### config.mk
export PLATFORM = sky130hd
export DESIGN_NAME = code_breaker
export DESIGN_NICKNAME = d
export VERILOG_FILES = /design/src/rtl/code_breaker.sv
export SDC_FILE = /design/constraint.sdc
export NUM_CORES = 1
export LEC_CHECK = 0
export BUFFER_PORTS_ARGS = -buffer_cell sky130_fd_sc_hd__buf_4
export CORE_AREA = 2 2 92 94
export CTS_CLUSTER_DIAMETER = 40
export CTS_CLUSTER_SIZE = 12
export DETAILED_ROUTE_END_ITERATION = 6
export DIE_AREA = 0 0 94 96
export SLEW_MARGIN = 20
export SYNTH_ARGS = -nofsm -noshare
export SYNTH_HDL_FRONTEND = slang
export SYNTH_SLANG_ARGS = --single-unit
### constraint.sdc
create_clock -name clk -period 5.65 [get_ports clk]
set_clock_uncertainty 0.15 [all_clocks]
set_input_delay 0.8475 -clock clk [delete_from_list [all_inputs] [get_ports clk]]
set_output_delay 0.8475 -clock clk [all_outputs]
set_load 0.005 [all_outputs]
### src/rtl/code_breaker.sv
// code_breaker: guess-entry and scoring engine for the Mastermind datapath.
// Latches the secret from the code-maker stage, collects four 3-bit digits
// from the breaker player, scores exact then partial matches over six
// cycles (EXACT, 4x PARTIAL, REPORT), counts guesses and flags win/lose.
// Ports:
//   clk, reset (async, active low)
//   started, active_p, secret[11:0]  - code-maker handoff, sampled in IDLE
//   enterA, enterB, SW[2:0]          - digit entry pulses and value
//   new_game                         - leaves DONE
//   breaker, guess_out[11:0], exact[2:0], partial[2:0], fb_valid,
//   guess_cnt[3:0], busy, win, lose  - registered / state-decoded outputs
module code_breaker #(
  parameter int MAX_GUESSES = 6
) (
  input  logic        clk,
  input  logic        reset,
  input  logic        started,
  input  logic        active_p,
  input  logic [11:0] secret,
  input  logic        enterA,
  input  logic        enterB,
  input  logic [2:0]  SW,
  input  logic        new_game,
  output logic        breaker,
  output logic [11:0] guess_out,
  output logic [2:0]  exact,
  output logic [2:0]  partial,
  output logic        fb_valid,
  output logic [3:0]  guess_cnt,
  output logic        busy,
  output logic        win,
  output logic        lose
);

  typedef enum logic [2:0] {
    IDLE    = 3'd0,
    ENTRY   = 3'd1,
    EXACT   = 3'd2,
    PARTIAL = 3'd3,
    REPORT  = 3'd4,
    DONE    = 3'd5
  } state_t;

  state_t      state;
  logic [11:0] code_reg;
  logic [1:0]  dig_cnt;
  logic [1:0]  idx;
  logic [3:0]  g_used;
  logic [3:0]  s_used;

  // Digit k sits at [11-3k -: 3]; the first digit entered ends up in k=0.
  logic [3:0][2:0] g_dig, c_dig;
  logic [3:0]      eq;

  for (genvar k = 0; k < 4; k++) begin : g_digit
    assign g_dig[k] = guess_out[11-3*k -: 3];
    assign c_dig[k] = code_reg[11-3*k -: 3];
    assign eq[k]    = (g_dig[k] == c_dig[k]);
  end

  logic [2:0] exact_sum;
  always_comb begin
    exact_sum = '0;
    for (int k = 0; k < 4; k++) exact_sum = exact_sum + {2'b00, eq[k]};
  end

  // Lowest-index unused secret digit equal to guess digit idx. Scanning
  // downward lets the lowest match overwrite any higher one.
  logic       hit;
  logic [1:0] hit_pos;
  always_comb begin
    hit     = 1'b0;
    hit_pos = 2'd0;
    for (int j = 3; j >= 0; j--) begin
      if (!s_used[j] && (c_dig[j] == g_dig[idx])) begin
        hit     = 1'b1;
        hit_pos = 2'(j);
      end
    end
  end

  // Only the breaker's own enter counts, even if both pulse together.
  logic accept;
  assign accept = breaker ? enterB : enterA;

  assign fb_valid = (state == REPORT);
  assign busy     = (state == EXACT) || (state == PARTIAL) || (state == REPORT);

  always_ff @(posedge clk or negedge reset) begin
    if (!reset) begin
      state     <= IDLE;
      code_reg  <= '0;
      breaker   <= 1'b0;
      guess_out <= '0;
      exact     <= '0;
      partial   <= '0;
      guess_cnt <= '0;
      win       <= 1'b0;
      lose      <= 1'b0;
      dig_cnt   <= '0;
      idx       <= '0;
      g_used    <= '0;
      s_used    <= '0;
    end else begin
      case (state)
        IDLE: if (started) begin
          code_reg  <= secret;
          breaker   <= ~active_p;
          guess_out <= '0;
          exact     <= '0;
          partial   <= '0;
          guess_cnt <= '0;
          win       <= 1'b0;
          lose      <= 1'b0;
          dig_cnt   <= '0;
          state     <= ENTRY;
        end
        ENTRY: if (accept) begin
          guess_out <= {guess_out[8:0], SW};
          dig_cnt   <= dig_cnt + 2'd1;   // wraps to 0 on the 4th digit
          if (dig_cnt == 2'd3) state <= EXACT;
        end
        EXACT: begin
          exact   <= exact_sum;
          g_used  <= eq;
          s_used  <= eq;
          partial <= '0;
          idx     <= '0;
          state   <= PARTIAL;
        end
        PARTIAL: begin
          if (!g_used[idx] && hit) begin
            s_used[hit_pos] <= 1'b1;
            partial         <= partial + 3'd1;
          end
          idx <= idx + 2'd1;
          if (idx == 2'd3) begin
            guess_cnt <= guess_cnt + 4'd1;
            state     <= REPORT;
          end
        end
        REPORT: begin
          if (exact == 3'd4) begin
            win   <= 1'b1;
            state <= DONE;
          end else if (guess_cnt == 4'(MAX_GUESSES)) begin
            lose  <= 1'b1;
            state <= DONE;
          end else begin
            state <= ENTRY;
          end
        end
        DONE: if (new_game) begin
          // Leaving a finished game clears the scoreboard so the next
          // game starts from a blank display.
          breaker   <= 1'b0;
          guess_out <= '0;
          exact     <= '0;
          partial   <= '0;
          guess_cnt <= '0;
          win       <= 1'b0;
          lose      <= 1'b0;
          state     <= IDLE;
        end
        default: state <= IDLE;
      endcase
    end
  end

endmodule

==> results.yml <==
synth:
  yosysWarningCount: 0
  syn_nets: 288
  avgSynthCellArea_sq_um: 10.5
  yosysSeqAreaShare_pct: 48.0
  synth_cell_type_count: 43
  netlist_instances: 258
  ys_ff_latch: 52
  synth.cell_area_sq_mm: 0.00271
drt:
  wl_met2_um: 2930
  wl_met3_um: 230
  drtIter0Drc: 106
  drt.antenna.violating_nets: 0
  drcViolationCount: 0
  num_vias: 2115
  first_pass_iters: 4
  wl_met1_um: 3140
  avgViaCountPerCell: 5.16
  wl_um: 6380
  routedWlPerCell_um: 15.6
  dr.max_layer_used: "met4"
setup_path:
  critical_path_peak_fanout: 16
  crit_type: "flop to primary output"
  crit_required_ns: 4.65
  cpMaxStageDelayCell: "dfrtp_1"
  cp_data_arrival_time_ns: 1.79
  crit_chain: "inv_1 > and3_1 > nand2b_1 > buf_4"
  cp-end-kind: "primary output"
  cp-startpoint: "state[0]"
  reg2reg_from: "idx[0]"
  critical_path.max_stage_delay_ns: 0.68
  startpoint_type: "flop"
grt:
  grt_overflow: 0
  grt_antenna_before_repair: 0
  grt_usage_pct: 14.7
  grt_max_degree: 53
  grt_pass1_vias: 1971
  grt_pass1_wl_um: 10300
hold_path:
  hp-start: "g_used[3]"
  hold_class: "flop to flop"
floorplan:
  num_rows: 33
  die-area_sq_mm: 0.00902
  core_area_sq_mm: 0.00805
  die_h_um: 96
  initial_core_util_pct: 33.7
  ios: 49
  die_x_um: 94
pwr:
  p_per_area_mw_per_mm2: 573
  p_leak_nw: 1.53
  vdd_drop_max_mv: 0.184
clock_network:
  cts.clk_slew.worst_paths_ns: 0.09
  cts_tree: "done"
  cts_max_level: 2
  post_cts_resized: 0
  clk_latency_ns: 0.30
  hold_buffers: 0
  cts_root_buf: "clkbuf_8"
  cts_num_sinks: 52
  cts_made_buffers: 5
  clockBufferDepth: 2
  cts_setup_buffers: 0
timing:
  period_share_pct: 49.3
  period_minus_slack_ns: 2.78
  final-setup-viol-count: 0
  worst_slew_pin_slew_ns: 0.797
  rsz0062_at_grt: "false"
  finalMaxSlewViolations: 0
  fin_hold_ws_ns: 0.331
  hold_viol: 0
  tns_ns: 0
  fmax_mhz: 359
  slew_headroom_pct: 46.7
placement:
  place_inst: 402
  gp_congestion: 0.775
  place_area_sq_mm: 0.00317
  hpwlAfterDp_um: 4720
  io_buffer_count: 48
cells_and_area:
  finalCoreUtilization_pct: 40.5
  design_area_sq_mm: 0.00326
  multi_input_area_sq_mm: 0.00133
  drive_gt1_share_pct: 24.3
  register_area_sq_mm: 0.00130
  num-nets-final: 334
  num_antenna_cells: 0
  stdcell_count: 410
  area_growth_pct: 20.2
  nFillCells: 809
run:
  maxCapViolCount: 0
status:
  status: "completed"
[cell usage in the layout (no fill, tap or decap), types with 2 or more instances in the layout]
cell / count
o21ai_0: 17
clkbuf_8: 6
xnor2_1: 12
nor3b_1: 2
mux4_2: 3
nand2_1: 36
mux2i_1: 2
nand3_1: 3
inv_1: 10
a22o_1: 13
or3_1: 2
o22ai_1: 5
nor2_1: 14
dfrtp_1: 52
a31oi_1: 4
a21oi_1: 9
ha_1: 7
nor4_1: 2
buf_4: 49
nand2b_1: 2
and3_1: 2
nand4_1: 4
o211ai_1: 2
nor3_1: 4
xor2_1: 13
mux2_2: 12
[worst max-delay path: cells and delay by family (launching register included)]
family | cells | cell delay, ns
DFF | 1 | 0.68
buffers and inverters | 2 | 0.42
and+or+nand+nor | 2 | 0.39
[cell type report]
class	instances	area share [%]
repair buffers	49	11.3
multi-input cells	186	40.8
clock inverters	1	0.230
flip-flops and latches	52	39.9
clock buffers	7	2.65
well taps	105	4.03
inverters	10	1.15
[where the power goes]
| group | internal (mW) | switching [mW] | leakage (nW) | total (mW) |
|---|---|---|---|---|
| Clock | 0.0999 | 0.122 | 0.0445 | 0.222 |
| Sequential | 0.525 | 0.206 | 0.665 | 0.731 |
| Combinational | 0.472 | 0.442 | 0.816 | 0.914 |
| Total | 1.10 | 0.770 | 1.53 | 1.87 |
[routing by layer]
| layer | track usage (%) | vias up |
|---|---|---|
| met2 | 22.4 | 45 |
| met5 | 0 | - |
| met3 | 2.51 | 4 |
| met1 | 21.6 | 1054 |
| li1 | - | 1012 |
| met4 | 4.35 | 0 |
[synthesized netlist by cell type, drive strengths merged]
cell type	count	area, sq um
and3b	1	8.76
ha	7	87.6
o21ai	17	85.1
a41oi	1	16.3
mux2i	2	20.0
mux2	12	135
o21bai	1	7.51
a22oi	1	7.51
clkbuf	8	30.0
buf	2	15.0
or3	2	12.5
or4	1	11.3
o211a	1	10.0
a21boi	1	7.51
a31oi	4	25.0
nand3	3	15.0
dfrtp	52	1300
nor4	2	12.5
nor2	14	52.6
a221oi	1	8.76
inv	10	37.5
nor3	4	20.0
nor3b	2	15.0
a211o	1	8.76
nand2	36	135
nand3b	1	7.51
and3	3	20.0
nand4b	1	8.76
nand4	4	25.0
xor2	13	114
nor4b	1	8.76
o211ai	2	15.0
xnor2	12	105
nand2b	2	12.5
a21oi	9	45.0
fa	1	20.0
mux4	4	93.8
o22ai	5	31.3
and2	1	6.26
a22o	13	114
[path summary, 6_finish.rpt]
check | endpoint | slack (ns) | cells after the start
max in group asynchronous | s_used[3] | 4.48 | 1
setup reg to reg | partial[1] | 2.89 | 6
min in group asynchronous | guess_out[2] | 0.42 | 1
hold / removal | g_used[3] | 0.33 | 2
setup / recovery | busy | 2.87 | 4
hold reg to reg | g_used[3] | 0.33 | 2
[per-stage QoR]
step,power (mW),setup slack [ns]
final,1.87,2.87
after global routing,2.03,2.77
after CTS,1.89,2.77
after detailed placement,1.66,2.58
after global placement,1.64,2.67
after floorplan,1.35,3.09
[kinds of logic after synthesis]
logic type,count (synthesis),synth area share [%]
and+or+nand+nor,78,13.7
AOI/OAI and AO/OA,57,14.1
DFF,52,48.0
xor gates and xnor gates,25,8.07
buffers and inverters,20,3.04
muxes,18,9.18
adders and majority gates,8,3.97
No activity file was read; power rests on OpenSTA's default activity.
